<file path="config.mk">
export PLATFORM = sky130hd
export DESIGN_NAME = ua_receive_flat
export DESIGN_NICKNAME = d
export VERILOG_FILES = /design/src/rtl/ua_receive_if.sv /design/src/rtl/ua_receive.sv /design/src/flat_wrapper.sv
export SDC_FILE = /design/constraint.sdc
export NUM_CORES = 1
export LEC_CHECK = 0
export ABC_AREA = 1
export ABC_CLOCK_PERIOD_IN_PS = 4300
export CORE_UTILIZATION = 30
export DETAILED_ROUTE_END_ITERATION = 10
export PLACE_DENSITY_LB_ADDON = 0.3
export SLEW_MARGIN = 20
export SYNTH_ARGS = -nofsm -noshare
export SYNTH_HDL_FRONTEND = slang
export SYNTH_SLANG_ARGS = --single-unit
</file>
<file path="constraint.sdc">
create_clock -name Clock -period 4.3 [get_ports Clock]
set_input_delay 0.645 -clock Clock [delete_from_list [all_inputs] [get_ports Clock]]
set_output_delay 0.645 -clock Clock [all_outputs]
set_load 0.01 [all_outputs]
</file>
<file path="src/rtl/ua_receive_if.sv">
// Byte-side handshake of the UART receiver: a held byte with valid/ready, plus error pulses.
interface ua_receive_if;
  logic [7:0] DataOut;
  logic       DataOutValid;
  logic       DataOutReady;
  logic       FramingError;
  logic       Overrun;

  modport master (
    output DataOut, DataOutValid, FramingError, Overrun,
    input  DataOutReady
  );

  modport slave (
    input  DataOut, DataOutValid, FramingError, Overrun,
    output DataOutReady
  );
endinterface

</file>
<file path="src/rtl/ua_receive.sv">
// UART receiver (8N1, LSB first) with a one-byte holding register and framing/overrun pulses.
// Optional macro UA_RECEIVE_MAJORITY_EN: 2-of-3 majority vote around the bit centre.
module ua_receive #(
  parameter int ClockFreq = 100_000_000,
  parameter int BaudRate  = 115_200
) (
  input  logic       Clock,
  input  logic       Reset,
  input  logic       SIn,
  ua_receive_if.master rx
);

  localparam int SYMBOL_EDGE_TIME = ClockFreq / BaudRate;
  localparam int SAMPLE_TIME      = SYMBOL_EDGE_TIME / 2;
  localparam int CW               = $clog2(SYMBOL_EDGE_TIME);

  localparam logic [CW-1:0] CNT_LAST  = CW'(SYMBOL_EDGE_TIME - 1);
  localparam logic [CW-1:0] SAMPLE_M1 = CW'(SAMPLE_TIME - 1);

  localparam logic [2:0] S_IDLE  = 3'd0;
  localparam logic [2:0] S_START = 3'd1;
  localparam logic [2:0] S_DATA  = 3'd2;
  localparam logic [2:0] S_STOP  = 3'd3;
  localparam logic [2:0] S_BREAK = 3'd4;

  logic          sync1_q, sync1_d;
  logic          sync2_q, sync2_d;
  logic          prev_q, prev_d;
  logic [2:0]    state_q, state_d;
  logic [CW-1:0] cnt_q, cnt_d;
  logic [2:0]    bit_idx_q, bit_idx_d;
  logic [7:0]    shreg_q, shreg_d;
  logic [7:0]    data_q, data_d;
  logic          valid_q, valid_d;
  logic          fe_q, fe_d;
  logic          ov_q, ov_d;
  logic          sample_en;
  logic          bit_val;
  logic          load;

`ifdef UA_RECEIVE_MAJORITY_EN
  localparam logic [CW-1:0] SAMPLE_M2 = CW'(SAMPLE_TIME - 2);
  localparam logic [CW-1:0] SAMPLE_P0 = CW'(SAMPLE_TIME);

  logic maj0_q, maj0_d;
  logic maj1_q, maj1_d;

  function automatic logic majority3(input logic a, input logic b, input logic c);
    return (a & b) | (a & c) | (b & c);
  endfunction

  // The two early samples are held; the decision lands one cycle after the nominal centre.
  always_comb begin
    maj0_d    = (cnt_q == SAMPLE_M2) ? sync2_q : maj0_q;
    maj1_d    = (cnt_q == SAMPLE_M1) ? sync2_q : maj1_q;
    sample_en = (cnt_q == SAMPLE_P0);
    bit_val   = majority3(maj0_q, maj1_q, sync2_q);
  end

  always_ff @(posedge Clock) begin
    maj0_q <= maj0_d;
    maj1_q <= maj1_d;
  end
`else
  always_comb begin
    sample_en = (cnt_q == SAMPLE_M1);
    bit_val   = sync2_q;
  end
`endif

  always_comb begin
    sync1_d   = SIn;
    sync2_d   = sync1_q;
    prev_d    = sync2_q;
    state_d   = state_q;
    cnt_d     = (state_q == S_IDLE) ? '0 : ((cnt_q == CNT_LAST) ? '0 : cnt_q + 1'b1);
    bit_idx_d = bit_idx_q;
    shreg_d   = shreg_q;
    fe_d      = 1'b0;
    load      = 1'b0;

    case (state_q)
      S_IDLE: begin
        if (prev_q && !sync2_q) begin
          state_d = S_START;
          cnt_d   = '0;
        end
      end
      S_START: begin
        if (sample_en) begin
          state_d   = bit_val ? S_IDLE : S_DATA;
          bit_idx_d = 3'd0;
        end
      end
      S_DATA: begin
        if (sample_en) begin
          shreg_d   = {bit_val, shreg_q[7:1]};
          bit_idx_d = bit_idx_q + 3'd1;
          if (bit_idx_q == 3'd7) state_d = S_STOP;
        end
      end
      S_STOP: begin
        if (sample_en) begin
          if (bit_val) begin
            load    = 1'b1;
            state_d = S_IDLE;
          end else begin
            fe_d    = 1'b1;
            state_d = S_BREAK;
          end
        end
      end
      S_BREAK: begin
        // Wait out a held-low line; the return to idle cannot itself look like a start edge.
        if (sync2_q) state_d = S_IDLE;
      end
      default: state_d = S_IDLE;
    endcase
  end

  always_comb begin
    data_d  = data_q;
    valid_d = valid_q;
    ov_d    = 1'b0;
    if (load) begin
      if (!valid_q || rx.DataOutReady) begin
        data_d  = shreg_q;
        valid_d = 1'b1;
      end else begin
        ov_d = 1'b1;
      end
    end else if (valid_q && rx.DataOutReady) begin
      valid_d = 1'b0;
    end
  end

  always_ff @(posedge Clock) begin
    if (Reset) begin
      sync1_q   <= 1'b1;
      sync2_q   <= 1'b1;
      prev_q    <= 1'b1;
      state_q   <= S_IDLE;
      cnt_q     <= '0;
      bit_idx_q <= 3'd0;
      data_q    <= 8'h00;
      valid_q   <= 1'b0;
      fe_q      <= 1'b0;
      ov_q      <= 1'b0;
    end else begin
      sync1_q   <= sync1_d;
      sync2_q   <= sync2_d;
      prev_q    <= prev_d;
      state_q   <= state_d;
      cnt_q     <= cnt_d;
      bit_idx_q <= bit_idx_d;
      data_q    <= data_d;
      valid_q   <= valid_d;
      fe_q      <= fe_d;
      ov_q      <= ov_d;
    end
  end

  always_ff @(posedge Clock) begin
    shreg_q <= shreg_d;
  end

  assign rx.DataOut      = data_q;
  assign rx.DataOutValid = valid_q;
  assign rx.FramingError = fe_q;
  assign rx.Overrun      = ov_q;

endmodule

</file>
<file path="src/flat_wrapper.sv">
// flat-port wrapper written by rule: the top's interface ports become plain ports
module ua_receive_flat 
#(
  parameter int ClockFreq = 100_000_000,
  parameter int BaudRate  = 115_200
)
  (Clock, Reset, SIn, rx_DataOut, rx_DataOutValid, rx_FramingError, rx_Overrun, rx_DataOutReady);
  ua_receive_if rx_i ();
  input  logic Clock;
  input  logic Reset;
  input  logic SIn;
  output wire logic [$bits(rx_i.DataOut)-1:0] rx_DataOut;
  output wire logic [$bits(rx_i.DataOutValid)-1:0] rx_DataOutValid;
  output wire logic [$bits(rx_i.FramingError)-1:0] rx_FramingError;
  output wire logic [$bits(rx_i.Overrun)-1:0] rx_Overrun;
  input wire logic [$bits(rx_i.DataOutReady)-1:0] rx_DataOutReady;
  assign rx_DataOut = rx_i.DataOut;
  assign rx_DataOutValid = rx_i.DataOutValid;
  assign rx_FramingError = rx_i.FramingError;
  assign rx_Overrun = rx_i.Overrun;
  assign rx_i.DataOutReady = rx_DataOutReady;
  ua_receive #(.ClockFreq(ClockFreq), .BaudRate(BaudRate)) u_core (.Clock(Clock), .Reset(Reset), .SIn(SIn), .rx(rx_i));
endmodule
</file>
Word level (Yosys, flattened, before mapping)
Index checks and enable logic that the tools add are counted.
{"block": "op_classes", "muxes": 24, "bitwise": 3, "addsub": 2, "reduce_logical": 15, "n_eq_ne": 14}
{"cell": "two-way mux 10 bit", "n": 4}
{"cell": "two-way mux 3 bit", "n": 9}
{"cell": "case mux 3 bit (5 select lines)", "n": 1}
{"cell": "adder 10 x 1 -> 10 bit, second input constant", "n": 1}
{"cell": "== test 10 bit, second input constant", "n": 1}
{"cell": "== test 10 x 9 -> 1 bit, second input constant", "n": 1}
{"cell": "inequality test 2 x 1 -> 1 bit, second input constant", "n": 5}
{"cell": "two-way mux 1 bit", "n": 8}
{"cell": "== test 3 x 2 -> 1 bit, second input constant", "n": 2}
{"cell": "== test 3 bit, second input constant", "n": 2}
{"cell": "case mux 3 bit (2 select lines)", "n": 1}
{"cell": "AND reduction 2 bit", "n": 3}
{"cell": "AND reduction 6 bit", "n": 1}
{"cell": "inequality test 2 bit, second input constant", "n": 2}
{"cell": "nonzero test 2 bit", "n": 2}
{"cell": "adder 3 x 1 -> 3 bit, second input constant", "n": 1}
{"cell": "== test 3 x 1 -> 1 bit, second input constant", "n": 1}
{"cell": "logical NOT 3 bit", "n": 1}
{"cell": "NOT 1 bit", "n": 3}
{"cell": "AND reduction 3 bit", "n": 1}
{"cell": "OR reduction 3 bit", "n": 1}
{"cell": "logical AND 1 bit", "n": 2}
{"cell": "logical NOT 1 bit", "n": 2}
{"cell": "two-way mux 2 bit", "n": 1}
{"cell": "2 further kinds", "n": 2}
{"block": "word_totals", "word_cells": 69, "ff_bits": 38}

Depth between registers and ports, before layout
{"block": "logic_depth", "depth_word": 5, "mapped_depth": 11}

Least setup slack after synthesis
OpenSTA, ideal clock, no wires.
{"block": "synth_timing", "kind": "reg2reg", "from": "register u_core.cnt_q[0]", "to": "register u_core.shreg_q[0] (enable)", "setup_slack_ns": 2.698, "synth_period_minus_slack_ns": 1.602, "arrival_ns": 1.227, "path_stages_with_launch": 6, "path_cell_list": "dfxtp_1 ha_1 nand2_1 nor2_1 nand3_1 nor2_1"}
{"block": "synth_via", "elab_chain_cells": 2}
{"element": "start: declaration", "line_no": "ua_receive.sv:30", "rtl": "logic [CW-1:0] cnt_q, cnt_d;"}
{"element": "start signal: assignment", "line_no": "ua_receive.sv:154", "rtl": "cnt_q <= cnt_d;"}
{"element": "== test 10 x 9 -> 1 bit", "line_no": "ua_receive.sv:66", "rtl": "sample_en = (cnt_q == SAMPLE_M1);"}
{"element": "AND reduction 2 bit (no line)"}
{"element": "end signal: assignment", "line_no": "ua_receive.sv:164", "rtl": "shreg_q <= shreg_d;"}
{"element": "end: declaration", "line_no": "ua_receive.sv:32", "rtl": "logic [7:0] shreg_q, shreg_d;"}
No other way between the ends.
A chain may end at the register's enable or synchronous reset.

Worst setup path in the final report
{"block": "layout_timing", "from": "register u_core.cnt_q[0]", "to": "register u_core.shreg_q[7] (enable)"}
Same word-level chain as after synthesis.

==> results by group <==
Run status
  – Outcome: finished clean

Power and ir drop
  – Leak: 0.7538 nW
  – Power per standard cell area: 377.4 nW/um2
  – P_sw: between 200 and 250 uW
  – Clk pwr share: 32.6%
  – P_int: ~520 uW
  – Final Power: roughly 720 uW
  – Sequential Power Share: a little over half
  – Comb pwr share: 13.8%
  – Net Sw Frac: 28.16%
  – Max VDD drop: ~150 uV

STA
  – Slew Viols, Final: 0
  – Final hold vios: 0
  – Tmin final: around 1.9 ns
  – Least-Margin Pin Slew: 0.7792 ns
  – Final worst-path cycle share: 44.06%
  – Relative max-transition margin: a little under half
  – Fmax: roughly 530 MHz
  – Setup TNS: 0 ns
  – Worst clock skew: 0.005135 ns
  – Setup violators final: 0
  – Unrepaired setup endpoints after global routing: no

Yosys
  – Flops & latches, synth: 38
  – Number of synthesized flops with an enable pin: 8
  – Synthesized area per cell: 7.878 um2
  – Library cells used by synthesis: 25
  – Synth Net Count: between 200 and 250
  – Sequential area share after synthesis: 51.81%
  – Synth warnings: 0
  – Cells after Synth: 206
  – Cell Area, Synth: 1623 um2
  – Top_reg_cell synth: dfxtp_1
  – Async SR Flop Fraction: 0%

Floorplan
  – IO Count: 15
  – Core Box Area: between 5000 and 6000 um2
  – Die Span Y: 75.55 um
  – Die area: 5708 um2
  – Initial core utilization: 31.37%
  – Chip width: between 70 and 80 um
  – Rows: 26

Clock tree
  – Worst skew pair latency: 0.29 ns
  – Num CTS Buffers: 5
  – Hold_buf cts: 0
  – Worst-path clk slew: 0.07 ns
  – Clock H-tree levels: 2
  – PostCTS Resize Cnt: 0
  – CTS tree: done
  – Postcts setup bufs: 0
  – Clock root buffer: clkbuf_8
  – # clock sinks: 38
  – CTS Buffer Depth: 2

Setup path
  – Critical path type: flop to flop
  – R2R depth: 5
  – R2r endpoint: u_core.shreg_q[7]$_DFFE_PP_
  – Worst reg2reg path startpoint: u_core.cnt_q[0]$_SDFF_PP0_
  – Startpoint Class: flop
  – Max FO, Critical Path: 10
  – CP arrival: ~1.8 ns
  – CP required: 4.22 ns
  – Crit end category: flop
  – R2R Setup Slk: between 2 and 2.5 ns

Min path
  – Hold Path Depth: 1
  – HP Start: u_core.sync1_q$_SDFF_PP1_
  – Hold EP: u_core.bit_val$_SDFF_PP1_
  – Min-Delay Path Class: flop to flop

Detailed routing
  – WL/cell: 9.277 um
  – Antenna viol nets, final: 0
  – Drt first-iter violations: 64
  – Drt total wl: 2746 um
  – First-pass DRT Iterations: 4
  – DR vias/cell: 4.240
  – DR vias: 1255
  – Post-route DRC violation count: 0

Global routing
  – Global-route wire length before repair: 4892 um
  – Gr usage total: 11.64%
  – Met2 Use GR: between 10% and 20%
  – GRT overflow: 0
  – GR peak layer: met2
  – Met1 usage: 14.52%
  – Largest net degree at the start of global routing: 17
  – Antenna violations before repair: 0
  – Vias in the first global route: 1150
  – Met3 usage: 4.101%

Layout
  – Ant diodes: 0
  – Final std cells w/o fill: 296
  – Fillers: 549
  – Layout cells sized above 1: 8.407%
  – Area Overhead vs Synth: 18.12%
  – # nets final: 233

Place
  – Dpl cells: 288
  – Placer Congestion: 0.8362
  – Port bufs: 14
  – Dpl hpwl: 1941 um

Flow run
  – Maxcap violations: 0
-- synthesized netlist by cell type (2+ instances only) --
cell	instances	area share [%]
nand2_1	45	10
nor2_1	43	9.9
dfxtp_1	30	37
inv_1	26	6.0
nand3_1	11	3.4
nor3_1	9	2.8
a21oi_1	8	2.5
edfxtp_1	8	15
ha_1	4	3.1
nand2_2	3	1.2
inv_2	2	0.46
nor2_2	2	0.77
o21ai_0	2	0.62
or2_2	2	0.77
-- worst max-delay path, stage by stage, from the launching register on --
cell     delay (ns)
dfxtp_1        0.38
ha_1           0.16
nand2_1        0.05
nor2_1         0.13
nand3_1        0.17
nor2_1         0.63
-- cells by family after synthesis --
logic type | Yosys count | share of synthesized area, %
compound gates | 12 | 3.933
xor+xnor | 2 | 1.080
fa+ha+maj | 4 | 3.084
buf+inv | 30 | 7.633
flops | 38 | 51.81
simple gates | 120 | 32.46
-- state kept, by name, indices dropped and copies added, names as in the netlist --
register                count
u_core.cnt_q               10
u_core.rx.DataOut           8
u_core.shreg_q              8
u_core.bit_idx_q            3
u_core.state_q              3
u_core.bit_val              1
u_core.prev_q               1
u_core.rx.DataOutValid      1
u_core.rx.FramingError      1
u_core.rx.Overrun           1
u_core.sync1_q              1
-- power by group through the flow --
stage	sequential, mW	combinational, mW	clock [mW]
floorplan	0.393	0.0820	0
global placement	0.396	0.101	0
detailed placement	0.396	0.101	0
CTS	0.387	0.102	0.244
global route	0.389	0.123	0.257
finish	0.388	0.100	0.236
-- worst max-delay path by stage --
stage                          startpoint                                to  slack, ns  cells past startpoint
2_1_floorplan  u_core.cnt_q[0]$_SDFF_PP0_       u_core.shreg_q[0]$_DFFE_PP_       2.70                      5
3_3_place_gp                        Reset        u_core.cnt_q[8]$_SDFF_PP0_       2.10                      4
3_5_place_dp                        Reset        u_core.cnt_q[8]$_SDFF_PP0_       2.07                      4
4_1_cts                             Reset        u_core.cnt_q[8]$_SDFF_PP0_       2.37                      4
5_1_grt        u_core.cnt_q[0]$_SDFF_PP0_  u_core.bit_idx_q[1]$_SDFFE_PP0P_       2.12                      7
6_report       u_core.cnt_q[0]$_SDFF_PP0_       u_core.shreg_q[7]$_DFFE_PP_       2.41                      5
-- area by class of cell --
type,instances,area (um2),share of cell area [%]
clock buffers,5,68.82,3.590
clock inverters,3,16.27,0.8486
inverters,28,105.1,5.483
multi-input cells,138,658.1,34.33
flip-flops and latches,38,840.8,43.86
well taps,70,87.58,4.569
repair buffers,14,140.1,7.311
-- per-layer routing --
layer	share of wire, %	up-vias
li1	-	683
met4	2.5	0
met1	50	539
met3	4.2	6
met2	43	27
met5	0	-
-- placed cells by master, fill, tap and decap left out --
cell / n
nand2_1: 45
nor2_1: 43
dfxtp_1: 30
inv_1: 26
clkdlybuf4s50_1: 14
nand3_1: 11
nor3_1: 9
a21oi_1: 8
edfxtp_1: 8
clkbuf_8: 5
ha_1: 4
nand2_2: 3
inv_2: 2
nor2_2: 2
o21ai_0: 2
or2_2: 2
xnor2_1: 1
nand3b_1: 1
nand3_2: 1
nor2_4: 1
nand3_4: 1
a31oi_1: 1
nand4_1: 1
o211ai_1: 1
xor2_1: 1
clkinv_2: 1
clkinvlp_4: 1
clkinv_1: 1
-- through the flow --
step                util, %  area, um2  hold slack, ns  setup WS (ns)
finish                37.06       1917          0.4151          2.405
global route          37.06       1917          0.4501          2.118
CTS                   37.06       1917          0.4184          2.372
detailed placement    35.41       1832          0.3980          2.069
global placement      35.41       1832          0.3953          2.104
floorplan                 -       1623          0.3895          2.698
Note: power is estimated with default switching activity, not from simulation.
